**src/rtl/tff_jk_updown_counter.sv**
```systemverilog
// rtl/tff_jk_updown_counter.sv - WIDTH-bit up/down counter built from JK-based T flip-flop stages
//
// Purpose:
//   Synchronous up/down counter. Each bit is a JK flip-flop wired as a T
//   flip-flop (J = K = T). A parallel load drives J = d[i], K = ~d[i] so every
//   stage settles to d[i] in one edge. Priority per edge: rst > load > en > hold.
//
// Ports:
//   clk   in   1      rising-edge clock
//   rst   in   1      synchronous active-high reset (q <= 0, wrap <= 0)
//   en    in   1      count enable
//   up    in   1      direction, 1 = up, 0 = down
//   load  in   1      synchronous parallel load of d
//   d     in   WIDTH  load value
//   q     out  WIDTH  counter state (Q outputs of the JK stages)
//   tc    out  1      terminal count, combinational
//   wrap  out  1      registered one-cycle pulse after a wrap-around

module tff_jk_updown_counter #(
  parameter int WIDTH = 4
) (
  input  logic             clk,
  input  logic             rst,
  input  logic             en,
  input  logic             up,
  input  logic             load,
  input  logic [WIDTH-1:0] d,
  output logic [WIDTH-1:0] q,
  output logic             tc,
  output logic             wrap
);

  logic [WIDTH-1:0] r_q;
  logic             r_wrap;

  // w_ones[i] / w_zeros[i]: all lower bits q[i-1:0] are ones / zeros.
  // Bit 0 has no lower bits, so both prefixes are trivially true there.
  logic [WIDTH-1:0] w_ones;
  logic [WIDTH-1:0] w_zeros;
  logic [WIDTH-1:0] w_t;
  logic [WIDTH-1:0] w_j;
  logic [WIDTH-1:0] w_k;
  logic [WIDTH-1:0] w_q_next;
  logic             w_all_ones;
  logic             w_all_zeros;

  assign w_ones[0]  = 1'b1;
  assign w_zeros[0] = 1'b1;

  genvar gi;
  generate
    for (gi = 1; gi < WIDTH; gi++) begin : g_prefix
      assign w_ones[gi]  = w_ones[gi-1]  &  r_q[gi-1];
      assign w_zeros[gi] = w_zeros[gi-1] & ~r_q[gi-1];
    end

    for (gi = 0; gi < WIDTH; gi++) begin : g_stage
      // Toggle term: propagate carry (up) or borrow (down) from the lower bits.
      assign w_t[gi] = en & (up ? w_ones[gi] : w_zeros[gi]);

      // Load forces the JK pair to set/reset; otherwise J = K = T.
      assign w_j[gi] = load ?  d[gi] : w_t[gi];
      assign w_k[gi] = load ? ~d[gi] : w_t[gi];

      // JK characteristic equation.
      assign w_q_next[gi] = (w_j[gi] & ~r_q[gi]) | (~w_k[gi] & r_q[gi]);
    end
  endgenerate

  assign w_all_ones  = w_ones[WIDTH-1]  & r_q[WIDTH-1];
  assign w_all_zeros = w_zeros[WIDTH-1] & ~r_q[WIDTH-1];

  // Terminal count is masked by load so a load on a terminal value never
  // registers a wrap.
  assign tc = en & ~load & (up ? w_all_ones : w_all_zeros);

  always_ff @(posedge clk) begin
    if (rst) begin
      r_q    <= '0;
      r_wrap <= 1'b0;
    end else begin
      r_q    <= w_q_next;
      r_wrap <= tc;
    end
  end

  assign q    = r_q;
  assign wrap = r_wrap;

endmodule

```
**config.mk**
```make
export PLATFORM = sky130hd
export DESIGN_NAME = tff_jk_updown_counter
export DESIGN_NICKNAME = d
export VERILOG_FILES = /design/src/rtl/tff_jk_updown_counter.sv
export SDC_FILE = /design/constraint.sdc
export NUM_CORES = 1
export LEC_CHECK = 0
export CORE_AREA = 2 2 39 41
export DETAILED_ROUTE_END_ITERATION = 16
export DIE_AREA = 0 0 41 43
export PLACE_DENSITY = 0.54
export SYNTH_ARGS = -nofsm -noshare
export SYNTH_HDL_FRONTEND = slang
export SYNTH_SLANG_ARGS = --single-unit
```
**constraint.sdc**
```tcl
create_clock -name clk -period 1.3 [get_ports clk]
set_input_delay 0.195 -clock clk [delete_from_list [all_inputs] [get_ports clk]]
set_output_delay 0.195 -clock clk [all_outputs]
set_load 0.005 [all_outputs]
```
Word level (Yosys, flattened, before mapping)
Cells that the tools add are included.
- add/subtract/negate cells: 0
- $mul: 0
- div/mod/pow operators: 0
- order comparisons: 0
- equal/unequal tests: 0
- shift operators: 0
- muxes and demuxes: 12
- bitwise operators: 36
- reductions and logical operators: 0
- operators with widths (kind ; count):
    $and 1x1->1 ; 19
    $not 1->1 ; 13
    $mux 1 ; 12
    $or 1x1->1 ; 4
- register bits after elaboration: 5
- latch bits: 0
- bits in writable memories: 0
- bits in read-only memories: 0
- bits of input ports: 9
- output and inout port bits: 6
- logic and storage cells: 50
- memories kept: 0

Logic depth before layout (Yosys ltp)
- depth after elaboration: 9
- mapped depth: 4
- gate-level depth less buffers: 3

Least setup slack after synthesis
OpenSTA, ideal clock, no wires.
- path type: flip-flop to output port
- from: register r_q[0] (netlist: q[0])
- to: output port tc
- arrival time: 1038 ps
- data required time: 1105 ps
- path slack: 67 ps
- stages on the path, launching flop included: 4
- path buffers: 0
- path through: dfxtp_1 nor4_2 o21ai_0 nor3_1
- longest elaborated chain between the ends: 6
- elaborated cells between the ends (all ways): 9
- classes of those cells: 1 x mux; 8 x bitwise
- RTL lines (element ; line ; source):
    start, declared ; 33 ; logic [WIDTH-1:0] r_q;
    start signal, assigned ; 82 ; r_q <= w_q_next;
    $not 1->1 ; 54 ; assign w_zeros[gi] = w_zeros[gi-1] & ~r_q[gi-1];
    $and 1x1->1 (2 in a row) ; 54 ;
    $and 1x1->1 ; 71 ; assign w_all_zeros = w_zeros[WIDTH-1] & ~r_q[WIDTH-1];
    $mux 1 (*) ; 75 ; assign tc = en & ~load & (up ? w_all_ones : w_all_zeros);
    $and 1x1->1 (*) ; 75 ;
    end, declared ; 29 ; output logic tc,
Mark *: on every way between the ends. The rest lies on a longest branch, timed or not.

Worst setup path in the final report
- from: register r_q[1] (netlist: q[1])
- to: output port tc
Same word-level chain as after synthesis.

==> results.json <==
{
  "cts_h_tree_depth": 1,
  "crit_type": "reg -> out",
  "max_ir_drop_vdd_mv": 0.420,
  "final_core_utilization_pct": 49.3,
  "layout.cells.non_filler": 86,
  "post_synth_inst_count": 40,
  "num-nets-final": 80,
  "ys_ff_latch": 5,
  "postSynth.topFlopCell": "sky130_fd_sc_hd__dfxtp_1",
  "max-slew-margin-rel_pct": 82.0,
  "timing.setup.tns_ns": -0.204,
  "drcViolationCount": 0,
  "hold_path_depth": 3,
  "horizontal_die_dimension_um": 41,
  "final.fill_count": 138,
  "drive_gt1_share_pct": 47.1,
  "timing.fmax_mhz": 665,
  "grt_first_pass_wirelength_mm": 1.70,
  "die_h_um": 43,
  "cts_tree": "yes",
  "timing.final.setup_violations": 1,
  "postSynthNetCount": 49,
  "clock-root-buffer": "sky130_fd_sc_hd__clkbuf_4",
  "layout-area-overhead-vs-synth_pct": 104,
  "floorplan.rows": 14,
  "critPathLaunchType": "flip-flop",
  "design.core.area_um2": 1380,
  "grt_overflow": 0,
  "ordered_cell_list_for_the_critical_path": "nor4_4, o21ai_2, nor3_1, buf_2",
  "number_of_endpoints_with_negative_hold_slack_in_the_final_report": 0,
  "clk_pin_slew_worst_paths_ns": 0.05,
  "failed_checks": "negative setup slack",
  "cts-buffers-inserted": 3,
  "floorplan.die_area_um2": 1760,
  "grt_pass1_vias": 422,
  "report.power.total_mw": 0.543,
  "worst-r2r-cell-count": 4,
  "synth_enable_flop_cells": 0,
  "holdCritPathClass": "in -> reg",
  "gpl.final_weighted_congestion": 0.684,
  "cap_viol_max_count": 0,
  "worst_ep_arrival_time_ns": 1.31,
  "netlist_area_um2": 334,
  "post-synth-top-area-cell": "sky130_fd_sc_hd__dfxtp_1",
  "power.static_leakage_nw": 0.308,
  "run_status": "finished with violations",
  "synth-async-reset-ratio_pct": 0,
  "clkLatencyLatePin_ns": 0.25,
  "n_antenna_cell": 0,
  "drt-total-wl_mm": 1.00,
  "max-clock-path-buffers": 2,
  "worstPathMaxFanout": 3,
  "sequential_fraction_of_the_synthesis_area_pct": 30.0,
  "synth.area.top_cells": "sky130_fd_sc_hd__dfxtp_1 30%, sky130_fd_sc_hd__a2111oi_2 9.0%, sky130_fd_sc_hd__xor2_1 5.2%",
  "finalMaxSlewViolations": 0,
  "path_buf_inv": 1,
  "route.detailed.wl_per_inst_um": 11.7,
  "finalClockSkew_ns": 0.00426,
  "firstDrtPassIters": 3,
  "synth_top_cell_area_share_pct": 30.0,
  "grt_antenna_before_repair": 0,
  "critical_path_top_delay_cell": "sky130_fd_sc_hd__dfxtp_4",
  "detail_route.vias_per_cell": 4.85,
  "place_inst": 82,
  "fin_worst_hold_slack_ns": 0.496,
  "worst_pin_slew_ns": 0.268,
  "place_area_um2": 593,
  "critical_path.max_stage_delay_ns": 0.35,
  "yosys_cell_types": 24,
  "cp_num_cells": 4,
  "start_util_pct": 24.1,
  "grtUsageTotal_pct": 14.6,
  "path_delay_family": "simple AND/OR/NAND/NOR gates",
  "fin_ws_ns": -0.204,
  "io_buffers": 14,
  "drt-initial-drc-count": 5,
  "ant_nets": 0,
  "avgSynthCellArea_um2": 8.35,
  "clkSinkCount": 5,
  "final_design_area_no_fill_um2": 682,
  "grt_start_max_net_pins": 11,
  "synthesis.yosys.warnings": 0,
  "period_minus_slack_ns": 1.50,
  "finalCritPeriodShare_pct": 116,
  "route.vias.total": 417,
  "cp.required_ns": 1.11,
  "power_density_nw_per_um2": 796,
  "worstSetupEndpointType": "primary output",
  "ios": 15,
  "pre_cts_ws_ns": -0.725,
  "setup_repair_after_global_routing_missed_its_margin": "true"
}
[report_power, final]
part	internal, mW	switching (mW)
logic	0.104	0.0741
registers	0.166	0.0133
clock network	0.116	0.0685
total	0.387	0.156
[cells in the mapped netlist, types with 2 or more instances]
cell type,n
sky130_fd_sc_hd__a2111oi_2,2
sky130_fd_sc_hd__inv_1,3
sky130_fd_sc_hd__xor2_1,2
sky130_fd_sc_hd__o21ai_0,2
sky130_fd_sc_hd__and3_1,2
sky130_fd_sc_hd__dfxtp_1,5
sky130_fd_sc_hd__nor3_1,3
sky130_fd_sc_hd__nand2_1,2
sky130_fd_sc_hd__buf_2,2
sky130_fd_sc_hd__nor2_1,3
[per-layer routing]
metal | vias up | routed length (um) | track usage, %
met5 | - | 0 | 0
met2 | 13 | 482 | 21.6
met3 | 2 | 61 | 1.57
li1 | 213 | - | -
met1 | 189 | 443 | 17.8
met4 | 0 | 14 | 12.0
[cells in the final DEF, fill, tap and decap left out, drive strengths merged, types with 2 or more instances in the layout]
cell / count
nor2: 3
clkbuf: 4
a2111oi: 2
buf: 16
o21ai: 2
and3: 2
clkdlybuf4s50: 8
nor4: 2
nor3: 3
nand2: 2
dfxtp: 5
inv: 3
xor2: 2
dlygate4sd2: 4
[path summary, 6_finish.rpt]
kind              slack [ns]       startpoint              end
hold reg to reg         0.69  q[0]$_SDFF_PP0_  q[0]$_SDFF_PP0_
setup reg to reg        0.05  q[0]$_SDFF_PP0_  q[3]$_SDFF_PP0_
hold / removal          0.50             d[0]  q[0]$_SDFF_PP0_
setup / recovery       -0.20  q[1]$_SDFF_PP0_               tc
[layout make-up]
class | count | area [um^2] | share of cell area [%]
clock buffer | 4 | 26.3 | 3.85
inverter | 3 | 11.3 | 1.65
multi-input combinational | 29 | 258 | 37.8
sequential | 5 | 110 | 16.1
tap | 16 | 20.0 | 2.94
timing repair buffer | 29 | 256 | 37.6
[what timing repair did]
action | in CTS | in global routing
hold endpoints to repair | 0 | 0
setup buffers | 1 | 1
endpoints found under the setup margin | 9 | 6
pin swaps | 6 | 7
hold buffers | 0 | 0
gates resized for setup | 17 | 11
[state kept, by name (all words and copies together), names as in the netlist]
register and flops:
q 4, wrap 1
[kinds of logic (layout without fill, tap and decap cells)]
group	Yosys count	in the layout	share of synthesized area, %
buffers and inverters	6	36	7.49
DFF	5	5	30.0
and+or+nand+nor	17	17	30.3
xor gates and xnor gates	3	3	7.87
AOI/OAI and AO/OA	9	9	24.3
[worst register-to-register path, delay by kind of cell, from the launching register on]
kind | cells | cell delay, ns
AND/OR/NAND/NOR | 3 | 0.74
buffers and inverters | 1 | 0.11
flip-flops | 1 | 0.35
No activity file was read; power rests on OpenSTA's default activity.
